### src/rtl/attn_head_stream.sv
// Streaming single-head attention core: buffers SEQ tokens, projects Q/K/V, then
// emits one ReLU'd, saturated attention output per query over valid/ready.
module attn_head_stream #(
  parameter int DW   = 8,
  parameter int SEQ  = 16,
  parameter int WSH  = 6,
  parameter int SSH  = 6,
  parameter int FRAC = 6,
  localparam int IW  = (SEQ > 1) ? $clog2(SEQ) : 1
) (
  input  logic                 clk,
  input  logic                 rstn,
  input  logic                 in_valid,
  output logic                 in_ready,
  input  logic signed [DW-1:0] in_x,
  input  logic signed [DW-1:0] in_bias,
  input  logic signed [DW-1:0] wq,
  input  logic signed [DW-1:0] wk,
  input  logic signed [DW-1:0] wv,
  output logic                 out_valid,
  input  logic                 out_ready,
  output logic [DW-1:0]        out_y,
  output logic [IW-1:0]        out_idx,
  output logic                 busy
);

  localparam int PW  = 2*DW;
  localparam int SW  = 2*DW + 1;
  localparam int TW  = FRAC + 2;
  localparam int TVW = TW + DW;
  localparam int AW  = 2*DW + IW + 2;
  localparam logic [IW-1:0]        LAST = IW'(SEQ-1);
  localparam logic signed [SW-1:0] T_HI = SW'(2**FRAC);
  localparam logic signed [SW-1:0] T_LO = -T_HI;

  typedef enum logic [1:0] {IDLE, LOAD, CALC, OUT} state_t;

  function automatic logic signed [DW-1:0] sat_dw(input logic signed [PW-1:0] a);
    if ((&a[PW-1:DW-1]) || !(|a[PW-1:DW-1])) return a[DW-1:0];
    else if (a[PW-1])                          return {1'b1, {(DW-1){1'b0}}};
    else                                       return {1'b0, {(DW-1){1'b1}}};
  endfunction

  function automatic logic signed [DW-1:0] proj(input logic signed [DW-1:0] x,
                                                input logic signed [DW-1:0] w);
    logic signed [PW-1:0] p;
    p = x * w;
    return sat_dw(p >>> WSH);
  endfunction

  function automatic logic signed [TW-1:0] hard_tanh(input logic signed [SW-1:0] s);
    if (s > T_HI)      return T_HI[TW-1:0];
    else if (s < T_LO) return T_LO[TW-1:0];
    else               return s[TW-1:0];
  endfunction

  // Final scaling: ReLU then clamp to the positive DW-bit range.
  function automatic logic [DW-1:0] relu_sat(input logic signed [AW-1:0] a);
    logic signed [AW-1:0] sh;
    sh = a >>> FRAC;
    if (sh[AW-1])            return '0;
    else if (|sh[AW-2:DW-1]) return {1'b0, {(DW-1){1'b1}}};
    else                     return sh[DW-1:0];
  endfunction

  state_t state_q, state_d;
  logic [IW-1:0]        i_q, j_q;
  logic signed [AW-1:0] acc_q;
  logic [DW-1:0]        out_y_q;
  logic [IW-1:0]        out_idx_q;
  logic signed [DW-1:0] wq_r, wk_r, wv_r;
  logic signed [DW-1:0] q_buf [SEQ];
  logic signed [DW-1:0] k_buf [SEQ];
  logic signed [DW-1:0] v_buf [SEQ];
  logic signed [DW-1:0] b_buf [SEQ];

  logic in_fire, out_fire;
  assign in_ready  = (state_q == IDLE) || (state_q == LOAD);
  assign out_valid = (state_q == OUT);
  assign busy      = (state_q != IDLE);
  assign out_y     = out_y_q;
  assign out_idx   = out_idx_q;
  assign in_fire   = in_valid && in_ready;
  assign out_fire  = out_valid && out_ready;

  // Token 0 is projected with the live weights, since they are latched in that same cycle.
  logic signed [DW-1:0] wq_use, wk_use, wv_use;
  logic [IW-1:0]        widx;
  assign wq_use = (state_q == IDLE) ? wq : wq_r;
  assign wk_use = (state_q == IDLE) ? wk : wk_r;
  assign wv_use = (state_q == IDLE) ? wv : wv_r;
  assign widx   = (state_q == IDLE) ? '0 : j_q;

  logic signed [DW-1:0]  q_i, k_j, v_j, b_j;
  logic signed [PW-1:0]  qk, qk_sh;
  logic signed [SW-1:0]  s;
  logic signed [TW-1:0]  t;
  logic signed [TVW-1:0] tv;
  logic signed [AW-1:0]  acc_next;
  assign q_i      = q_buf[i_q];
  assign k_j      = k_buf[j_q];
  assign v_j      = v_buf[j_q];
  assign b_j      = b_buf[j_q];
  assign qk       = q_i * k_j;
  assign qk_sh    = qk >>> SSH;
  assign s        = {qk_sh[PW-1], qk_sh} + {{(SW-DW){b_j[DW-1]}}, b_j};
  assign t        = hard_tanh(s);
  assign tv       = t * v_j;
  assign acc_next = acc_q + {{(AW-TVW){tv[TVW-1]}}, tv};

  always_comb begin
    state_d = state_q;
    case (state_q)
      IDLE: if (in_fire) state_d = LOAD;
      LOAD: if (in_fire && j_q == LAST) state_d = CALC;
      CALC: if (j_q == LAST) state_d = OUT;
      OUT:  if (out_ready) state_d = (i_q == LAST) ? IDLE : CALC;
      default: state_d = IDLE;
    endcase
  end

  always_ff @(posedge clk or negedge rstn) begin
    if (!rstn) begin
      state_q   <= IDLE;
      i_q       <= '0;
      j_q       <= '0;
      acc_q     <= '0;
      out_y_q   <= '0;
      out_idx_q <= '0;
      wq_r      <= '0;
      wk_r      <= '0;
      wv_r      <= '0;
      for (int n = 0; n < SEQ; n++) begin
        q_buf[n] <= '0;
        k_buf[n] <= '0;
        v_buf[n] <= '0;
        b_buf[n] <= '0;
      end
    end else begin
      state_q <= state_d;
      case (state_q)
        IDLE, LOAD: if (in_fire) begin
          q_buf[widx] <= proj(in_x, wq_use);
          k_buf[widx] <= proj(in_x, wk_use);
          v_buf[widx] <= proj(in_x, wv_use);
          b_buf[widx] <= in_bias;
          if (state_q == IDLE) begin
            wq_r <= wq;
            wk_r <= wk;
            wv_r <= wv;
            j_q  <= IW'(1);
          end else if (j_q == LAST) begin
            i_q   <= '0;
            j_q   <= '0;
            acc_q <= '0;
          end else begin
            j_q <= j_q + 1'b1;
          end
        end
        CALC: begin
          acc_q <= acc_next;
          if (j_q == LAST) begin
            out_y_q   <= relu_sat(acc_next);
            out_idx_q <= i_q;
            j_q       <= '0;
          end else begin
            j_q <= j_q + 1'b1;
          end
        end
        OUT: if (out_ready && i_q != LAST) begin
          i_q   <= i_q + 1'b1;
          j_q   <= '0;
          acc_q <= '0;
        end
        default: ;
      endcase
    end
  end

endmodule

### config.mk
export PLATFORM = sky130hd
export DESIGN_NAME = attn_head_stream
export DESIGN_NICKNAME = d
export VERILOG_FILES = /design/src/rtl/attn_head_stream.sv
export SDC_FILE = /design/constraint.sdc
export NUM_CORES = 2
export LEC_CHECK = 0
export ABC_AREA = 1
export CAP_MARGIN = 20
export CORE_MARGIN = 2
export CORE_UTILIZATION = 55
export DETAILED_ROUTE_END_ITERATION = 7
export PLACE_DENSITY = 0.71
export SYNTH_ARGS = -nofsm -noshare
export SYNTH_HDL_FRONTEND = slang
export SYNTH_SLANG_ARGS = --single-unit
### constraint.sdc
create_clock -name clk -period 27.2 [get_ports clk]
set_input_delay 2.72 -clock clk [delete_from_list [all_inputs] [get_ports clk]]
set_output_delay 2.72 -clock clk [all_outputs]
set_load 0.02 [all_outputs]
==> flow_summary_export.csv <==
group,metric,value,unit
outcome,status,"finished clean",
floorplanning,core_area,73200,um^2
clock_tree,clk_pin_slew,0.06,ns
floorplanning,die-area,76500,um^2
routing,dr.pass1.iters,6,
global_routing,first_global_vias,34700,
global_routing,grt_util_met2,50.6,%
synth,syn_area,40900,um^2
clock_tree,cts_tree,"done",
worst_setup_path,cp.arrival,15.36,ns
flow_run,drv_cap,0,
layout,layout_commonest_cell,"nand2_1",
synth,synth.distinct_cells,56,
clock_tree,clk_path_buf_depth,3,
synth,ys_seq_elements,580,
layout,area_growth,7.68,%
layout,mostFrequentLayoutCells,"nand2_1 (1793), inv_1 (578), dfrtp_1 (575)",
clock_tree,clk_latency,0.66,ns
clock_tree,ctsHoldBuffers,0,
synth,seq_area_frac_synth,35.5,%
clock_tree,htreeDepth,2,
placement,hpwl,76900,um
clock_tree,cts_buffers,60,
routing,route.detailed.drc,0,
clock_tree,post_cts_buffers,0,
global_routing,grt_busiest_layer,"met2",
floorplanning,start_util,55.8,%
worst_setup_path,critPathKind,"flop to flop",
routing,antenna_left,0,
worst_setup_path,r2r_slack,12.36,ns
sta,finalMaxSlewViolations,0,
global_routing,grt_antenna_before_repair,2,
layout,fillers,6499,
routing,routed_wl,119000,um
worst_setup_path,end_kind,"flop",
global_routing,grt_pass1_wl,191000,um
worst_setup_path,required,27.72,ns
routing,via_count,34800,
floorplanning,die_h,277,um
placement,io_buffers,58,
global_routing,gr-usage-met3,5.04,%
sta,hold_viol,0,
sta,setup_viol,0,
routing,drt_iter0_markers,3341,
synth,synthArstFlopShare,100,%
worst_hold_path,hold_path.class,"flop to flop",
sta,slew_headroom,24.2,%
routing,avgRoutedWirePerCell,19.4,um
layout,layout-drive-gt1-share,5.76,%
sta,finalSetupTns,0,ns
placement,gp_congestion,0.903,
floorplanning,dieWidth,277,um
sta,rsz0062_at_grt,"no",
synth,synth-edff-count,0,
synth,syn_nets,5685,
routing,viasPerCell,5.68,
sta,worst_slew_pin_slew,1.14,ns
synth,syn_inst,5200,
sta,fin_crit_sh,54.6,%
worst_setup_path,cp_max_fo,57,
worst_setup_path,slowest_stage,"nand2_2",
global_routing,grt_start_max_net_pins,167,
global_routing,grt_usage,31.3,%
clock_tree,cts_num_sinks,580,
floorplanning,row_count,99,
sta,skew,0.0267,ns
synth,postSynthAreaPerCell,7.86,um^2
layout,finalNetCount,5609,
synth,synth_ff_type,"dfrtp_1",
floorplanning,ioPinCount,59,
clock_tree,cts_resized,0,
worst_setup_path,startpoint_type,"flop",
sta,period_minus_slack,14.84,ns
global_routing,use_met1,43.2,%
sta,fmax,0.0674,GHz
worst_setup_path,max_stage_delay,0.81,ns
clock_tree,clockRootBuffer,"clkbuf_16",
synth,yosys_warnings,0,
global_routing,overflow,0,
==> registers in the layout (all words and copies together), names as in the netlist <==
signal,count
acc_q,22
b_buf,128
i_q,4
j_q,4
k_buf,128
out_idx,4
out_y,8
q_buf,128
state_q,2
v_buf,128
wk_r,8
wq_r,8
wv_r,8
==> cells in the mapped netlist (3+ instances only) <==
| master | instances | share of area [%] |
|---|---|---|
| nand2_1 | 1795 | 16 |
| xor2_1 | 50 | 1.1 |
| nor2_2 | 4 | 0.061 |
| nand2_4 | 10 | 0.28 |
| o32ai_1 | 12 | 0.26 |
| inv_1 | 587 | 5.4 |
| xnor2_1 | 39 | 0.84 |
| buf_1 | 14 | 0.13 |
| o221ai_1 | 76 | 1.6 |
| o211ai_1 | 13 | 0.24 |
| a21oi_1 | 137 | 1.7 |
| o21a_1 | 4 | 0.073 |
| o21bai_1 | 5 | 0.092 |
| buf_2 | 55 | 0.67 |
| clkbuf_1 | 164 | 1.5 |
| fa_1 | 273 | 13 |
| nor3_1 | 18 | 0.22 |
| nor4_1 | 5 | 0.077 |
| mux2i_1 | 28 | 0.69 |
| a31oi_1 | 5 | 0.077 |
| nor2_1 | 399 | 3.7 |
| inv_2 | 15 | 0.14 |
| dfrtp_1 | 580 | 36 |
| nor3b_1 | 3 | 0.055 |
| buf_6 | 21 | 0.58 |
| o22ai_1 | 25 | 0.38 |
| clkinv_1 | 6 | 0.055 |
| o21ai_0 | 333 | 4.1 |
| a21o_1 | 13 | 0.24 |
| ha_1 | 168 | 5.1 |
| or2_2 | 19 | 0.29 |
| o2111ai_1 | 28 | 0.60 |
| a21oi_2 | 9 | 0.19 |
| o21ai_4 | 3 | 0.12 |
| o21ai_1 | 63 | 0.77 |
| xor2_2 | 3 | 0.12 |
| nand3b_1 | 5 | 0.092 |
| nand3_1 | 116 | 1.4 |
| nand4_1 | 26 | 0.40 |
| nand2_2 | 51 | 0.78 |
==> worst paths after layout <==
path | end | start | cells past startpoint
min in group asynchronous | wv_r[7] | rstn | 1
setup / recovery | out_y[4] | j_q[1] | 68
setup reg to reg | out_y[4] | j_q[1] | 68
max in group asynchronous | acc_q[12] | rstn | 4
hold reg to reg | q_buf[44] | q_buf[44] | 2
hold / removal | q_buf[44] | q_buf[44] | 2
==> worst max-delay path: cells and delay by family, from the launching register on <==
kind / cells / cell delay (ns)
simple gates: 29 / 4.65
flops: 1 / 0.69
compound gates: 10 / 1.97
fa+ha+maj: 12 / 5.27
xor+xnor: 2 / 0.30
buf+inv: 15 / 1.71
==> per-stage QoR <==
step                      hold slack, ns  instance area, um^2  setup WS (ns)  utilization [%]  instances
after floorplan                    0.444                40900          15.52                -       5200
after CTS                          0.477                43900          12.63             59.9       6124
after detailed placement           0.460                42000          12.67             57.3       6016
after global routing               0.493                44000          11.26             60.1       6129
final                              0.476                44000          12.36             60.1       6130
after global placement             0.458                41900          12.93             57.3       6015
==> cells by family (layout without fill, tap and decap cells) <==
| logic type | after synthesis | count (layout) | share of synthesized area [%] |
|---|---|---|---|
| compound gates | 736 | 736 | 10.7 |
| simple gates | 2458 | 2458 | 24.0 |
| buf+inv | 864 | 834 | 8.50 |
| xor+xnor | 93 | 93 | 2.07 |
| fa+ha+maj | 441 | 441 | 18.5 |
| flops | 580 | 580 | 35.5 |
| mux | 28 | 28 | 0.686 |
| other cells | 0 | 1 | 0 |
==> per-layer routing <==
layer  wire length (um)  share of wire, %  vias up
li1                   -                 -    16200
met1              49700                42    16800
met2              54200                46     1543
met3              10500               8.8      311
met4               4290               3.6        2
met5                 16             0.013        -
==> final cells by class <==
class | instances | area (um^2) | area share (%)
flip-flops and latches | 580 | 14500 | 33.0
well taps | 959 | 1200 | 2.73
multi-input cells | 3756 | 22900 | 52.1
inverters | 608 | 2280 | 5.19
clock inverters | 16 | 175 | 0.398
diodes | 1 | 2.50 | 0.00569
clock buffers | 92 | 1750 | 3.98
repair buffers | 118 | 1140 | 2.59
Power is left out: the tool's default activity adds up to more than one toggle a clock period on the data nets, which glitch-free logic cannot reach.
